`src/rtl/shift_reg_sr_if.sv`:
```
// Bus bundle for the universal shift register: control, burst request and register outputs.
// The slave modport is the register; the master modport is whoever drives it.
interface shift_reg_sr_if #(
   parameter int WIDTH = 8,
   parameter int CNT_W = 4
);
   logic             set_n;
   logic             g;
   logic [1:0]       mode;
   logic [WIDTH-1:0] d;
   logic             sin_r;
   logic             sin_l;
   logic             start;
   logic [CNT_W-1:0] len;
   logic             dir;
   logic [WIDTH-1:0] q;
   logic [WIDTH-1:0] q_n;
   logic             sout_r;
   logic             sout_l;
   logic             busy;
   logic             done;

   modport slave (
      input  set_n, g, mode, d, sin_r, sin_l, start, len, dir,
      output q, q_n, sout_r, sout_l, busy, done
   );

   modport master (
      output set_n, g, mode, d, sin_r, sin_l, start, len, dir,
      input  q, q_n, sout_r, sout_l, busy, done
   );
endinterface

```
`src/rtl/shift_reg_sr.sv`:
```
// WIDTH-bit universal shift register (hold/right/left/load) with a burst engine that performs
// len consecutive shifts from one start pulse and flags completion with a one-cycle done.
module shift_reg_sr #(
   parameter int WIDTH = 8,
   parameter int CNT_W = 4
) (
   input  logic          clk,
   input  logic          reset_n,
   shift_reg_sr_if.slave bus
);

   typedef enum logic [1:0] {
      IDLE  = 2'd0,
      SHIFT = 2'd1,
      DONE  = 2'd2
   } state_t;

   state_t           state_q, state_d;
   logic [WIDTH-1:0] data_q, data_d;
   logic [CNT_W-1:0] cnt_q, cnt_d;
   logic             dir_q, dir_d;
   logic [WIDTH-1:0] shiftRight;
   logic [WIDTH-1:0] shiftLeft;

   // Serial inputs are taken live on every shift edge, burst or not.
   assign shiftRight = {bus.sin_r, data_q[WIDTH-1:1]};
   assign shiftLeft  = {data_q[WIDTH-2:0], bus.sin_l};

   always_ff @(posedge clk or negedge reset_n) begin
      if (!reset_n) begin
         state_q <= IDLE;
         data_q  <= '0;
         cnt_q   <= '0;
         dir_q   <= 1'b0;
      end else begin
         state_q <= state_d;
         data_q  <= data_d;
         cnt_q   <= cnt_d;
         dir_q   <= dir_d;
      end
   end

   // Priority: preset, then gate freeze, then an active burst, then a new start, then mode.
   always_comb begin
      state_d = state_q;
      data_d  = data_q;
      cnt_d   = cnt_q;
      dir_d   = dir_q;

      if (!bus.set_n) begin
         data_d  = '1;
         state_d = IDLE;
         cnt_d   = '0;
      end else if (bus.g) begin
         if (state_q == SHIFT) begin
            data_d = dir_q ? shiftLeft : shiftRight;
            cnt_d  = cnt_q - 1'b1;
            if (cnt_q == CNT_W'(1)) begin
               state_d = DONE;
            end
         end else if (bus.start) begin
            dir_d   = bus.dir;
            cnt_d   = bus.len;
            state_d = (bus.len != '0) ? SHIFT : DONE;
         end else begin
            state_d = IDLE;
            unique case (bus.mode)
               2'b00:   data_d = data_q;
               2'b01:   data_d = shiftRight;
               2'b10:   data_d = shiftLeft;
               default: data_d = bus.d;
            endcase
         end
      end
   end

   assign bus.q      = data_q;
   assign bus.q_n    = ~data_q;
   assign bus.sout_r = data_q[0];
   assign bus.sout_l = data_q[WIDTH-1];
   assign bus.busy   = (state_q == SHIFT);
   assign bus.done   = (state_q == DONE);

endmodule

```
`src/flat_wrapper.sv`:
```
// flat-port wrapper written by rule: the top's interface ports become plain ports
module shift_reg_sr_flat 
#(
   parameter int WIDTH = 8,
   parameter int CNT_W = 4
)
  (clk, reset_n, bus_set_n, bus_g, bus_mode, bus_d, bus_sin_r, bus_sin_l, bus_start, bus_len, bus_dir, bus_q, bus_q_n, bus_sout_r, bus_sout_l, bus_busy, bus_done);
  shift_reg_sr_if #(.WIDTH(WIDTH), .CNT_W(CNT_W)) bus_i ();
  input  logic clk;
  input  logic reset_n;
  input wire logic [$bits(bus_i.set_n)-1:0] bus_set_n;
  input wire logic [$bits(bus_i.g)-1:0] bus_g;
  input wire logic [$bits(bus_i.mode)-1:0] bus_mode;
  input wire logic [$bits(bus_i.d)-1:0] bus_d;
  input wire logic [$bits(bus_i.sin_r)-1:0] bus_sin_r;
  input wire logic [$bits(bus_i.sin_l)-1:0] bus_sin_l;
  input wire logic [$bits(bus_i.start)-1:0] bus_start;
  input wire logic [$bits(bus_i.len)-1:0] bus_len;
  input wire logic [$bits(bus_i.dir)-1:0] bus_dir;
  output wire logic [$bits(bus_i.q)-1:0] bus_q;
  output wire logic [$bits(bus_i.q_n)-1:0] bus_q_n;
  output wire logic [$bits(bus_i.sout_r)-1:0] bus_sout_r;
  output wire logic [$bits(bus_i.sout_l)-1:0] bus_sout_l;
  output wire logic [$bits(bus_i.busy)-1:0] bus_busy;
  output wire logic [$bits(bus_i.done)-1:0] bus_done;
  assign bus_i.set_n = bus_set_n;
  assign bus_i.g = bus_g;
  assign bus_i.mode = bus_mode;
  assign bus_i.d = bus_d;
  assign bus_i.sin_r = bus_sin_r;
  assign bus_i.sin_l = bus_sin_l;
  assign bus_i.start = bus_start;
  assign bus_i.len = bus_len;
  assign bus_i.dir = bus_dir;
  assign bus_q = bus_i.q;
  assign bus_q_n = bus_i.q_n;
  assign bus_sout_r = bus_i.sout_r;
  assign bus_sout_l = bus_i.sout_l;
  assign bus_busy = bus_i.busy;
  assign bus_done = bus_i.done;
  shift_reg_sr #(.WIDTH(WIDTH), .CNT_W(CNT_W)) u_core (.clk(clk), .reset_n(reset_n), .bus(bus_i));
endmodule
```
`config.mk`:
```
export PLATFORM = sky130hd
export DESIGN_NAME = shift_reg_sr_flat
export DESIGN_NICKNAME = d
export VERILOG_FILES = /design/src/rtl/shift_reg_sr_if.sv /design/src/rtl/shift_reg_sr.sv /design/src/flat_wrapper.sv
export SDC_FILE = /design/constraint.sdc
export NUM_CORES = 1
export LEC_CHECK = 0
export CAP_MARGIN = 40
export CORE_UTILIZATION = 39
export CTS_CLUSTER_DIAMETER = 120
export DETAILED_ROUTE_END_ITERATION = 12
export PLACE_DENSITY = 0.75
export REMOVE_ABC_BUFFERS = 1
export SLEW_MARGIN = 40
export SYNTH_ARGS = -nofsm -noshare
export SYNTH_HDL_FRONTEND = slang
export SYNTH_SLANG_ARGS = --single-unit
```
`constraint.sdc`:
```
create_clock -name clk -period 1.3 [get_ports clk]
set_input_delay 0.26 -clock clk [delete_from_list [all_inputs] [get_ports clk]]
set_output_delay 0.26 -clock clk [all_outputs]
set_load 0.01 [all_outputs]
```
==> run metrics <==
status=finished with violations; failing checks=setup timing; CP Max Fanout=8; Worst Path Arrival=between 1.5 and 2 ns; Place WS=-0.7458 ns; antenna violations before repair=0; post-route ant nets=0; RSZ-0062 raised after global routing=true; power after layout=between 1.5 and 2 mW; fraction of layout cells with a size suffix above 1=about half; Die Y-Extent=~56 um; crit path capture type=register; register clock-pin slew on the reported worst setup and hold paths=0.12 ns; Cell Chain, Critical Path=buf_6 > nand2b_4 > buf_6 > o21ai_4 > a21o_2 > o32a_1; initial core utilization=about 40%; Port Buffers=41; relative slew slack=between 80% and 90%; CTS buffer count=3; clock sinks=15; first-pass GRT wire length=6044 um; final wirelength=4364 um; largest net degree at the start of global routing=17; hold buffers post-CTS=0; Seq/Total Area, Yosys=about 34%; number of synthesized flops with an enable pin=0; Mapped Cells=about 130; fin. max-slew vios=0; Final Wtd Congestion=0.7978; Max-Cap Viols=0; DR WL/cell=17.81 um; clock period minus worst slack=between 1 and 1.5 ns; setup TNS=-1.714 ns; core area=~0.0027 sq mm; yosys warns=0; critical path class=register to register; Inst Count DP=~220; num ports=42; number of global-route vias before repair=between 1000 and 1500; crit path launch=u_core.state_q[0]; Die Area=~0.003 sq mm; post-synthesis cell area=around 0.0011 sq mm; fin crit share=112.2%; Mapped Avg Cell Area=just under 9 sq um; pwr dens=approximately 860 mW/mm^2; grt ovf=0; Detailed Routing Iterations Pass 1=4; Final Non-Filler Cells=245; Startpoint Class=register; Yosys reg bits=15; via density per instance=just under 6; clk buf depth=2; largest incremental delay on the critical path=0.41 ns; row cnt=19; CTS HTree Levels=1; Worst-Skew Late Latency=slightly above 0.3 ns; Initial DRC Count=59; Total GRT Usage=about a quarter; Post-synth ARST share=100.0%; diode count=0; worst setup margin=-0.1592 ns; clk root buf=clkbuf_4; final hold violation count=0; WP buf/inv=2; DRC viols=0; Die W=between 50 and 60 um; hpwl dp=between 2000 and 2500 um; CP most frequent cell=buf_6; Critical R2R Launch=u_core.state_q[0]; final setup vio count=15; Slew @ Worst Pin=0.2854 ns; Nets=roughly 240; post-synthesis cell type count=34; VDD IR max=approximately 0.00075 V; CTS tree=done; delay-heaviest family, CP=compound AO/OA/AOI/OAI gates; Setup Skew=between 0.01 and 0.015 ns; Top FF cell, synth=dfrtp_1; Crit-path slowest cell=dfrtp_1; LEAKAGE=between 0.9 and 1 nW; Worst EP required=1.49 ns; f_max=~700 MHz; Area Overhead vs Synth=93.07%; vias post-DR=approximately 1400; Hold Crit Class=input port to async pin
==> Yosys cell counts (2+ instances only) <==
master	instances	area [sq um]
nor2_1	12	45.04
nand2_1	2	7.510
mux2i_1	8	80.08
buf_2	2	10.01
o32a_1	8	80.08
buf_4	2	15.01
dfrtp_1	15	375.4
o21ai_0	9	45.04
or3_1	2	12.51
a211oi_1	4	30.03
o21ai_2	2	17.52
buf_1	2	7.510
ha_1	5	62.56
nor3_1	3	15.01
a21oi_1	12	60.06
inv_1	14	52.55
a22oi_1	8	60.06
==> logic make-up (layout without fill, tap and decap cells) <==
family          Yosys count  after routing  synth area share [%]
compound gates           49             49                 30.50
simple gates             24             24                 10.61
buf+inv                  24            111                 10.28
flops                    15             15                 33.52
mux                      10             10                 9.497
fa+ha+maj                 5              5                 5.587
==> metal layers <==
| metal | up-vias | track usage [%] | share of wire (%) |
|---|---|---|---|
| met5 | - | 0 | 0 |
| met1 | 699 | 28.40 | 40 |
| li1 | 645 | - | - |
| met2 | 76 | 44.58 | 50 |
| met3 | 16 | 4.419 | 6.2 |
| met4 | 0 | 10.71 | 3.5 |
==> state kept, by name, summed over array words and instances, names as in the netlist <==
| register | flops |
|---|---|
| u_core.bus.q | 8 |
| u_core.cnt_q | 4 |
| u_core.state_q | 2 |
| u_core.dir_q | 1 |
==> timing repair <==
item	in CTS	in global routing
endpoints found under the setup margin	33	23
gates cloned	0	1
gates resized for setup	64	59
pin swaps	2	14
setup buffers	16	5
==> cell type report <==
cell class / instances / area (sq um)
well taps: 31 / 38.79
clock buffers: 4 / 26.28
inverters: 15 / 58.81
fillers: 167 / 571.8
flip-flops and latches: 15 / 377.9
repair buffers: 92 / 838.3
multi-input cells: 88 / 822.0
==> layout by cell type, fill, tap and decap left out, drive strengths merged, types with 2 or more instances in the layout <==
cell type	n
nor2	12
nor3	3
mux2i	8
a22oi	8
inv	15
or3	2
clkbuf	5
nand2	2
o32a	8
o21ai	11
a21oi	12
ha	5
clkdlybuf4s50	19
buf	58
mux2	2
a211oi	4
dlygate4sd2	11
clkdlybuf4s15	3
dfrtp	15
==> report_power, final <==
part           switching (mW)  internal [mW]  leakage, nW
registers              0.0673          0.514        0.165
logic                   0.434          0.537        0.799
clock network           0.189          0.120       0.0150
==> worst paths after layout <==
| kind | to | depth (start not counted) | slack (ns) |
|---|---|---|---|
| setup / recovery | u_core.bus.q[2] | 6 | -0.16 |
| setup reg to reg | u_core.bus.q[2] | 6 | -0.16 |
| min in group clk | u_core.dir_q | 2 | 0.60 |
| max in group asynchronous | u_core.bus.q[1] | 2 | 0.83 |
| hold reg to reg | u_core.cnt_q[3] | 2 | 0.64 |
| hold / removal | u_core.bus.q[7] | 2 | 0.25 |
==> stage by stage <==
stage                     hold slack (ns)  util, %  cell area, sq um
after detailed placement           0.5793    63.84              1745
final                              0.2495    79.08              2162
after global placement             0.5641    63.84              1745
after CTS                          0.2695    70.34              1923
after global routing               0.2641    79.08              2162
after floorplan                  -0.03559        -              1064
Note: power is estimated with default switching activity, not from simulation.
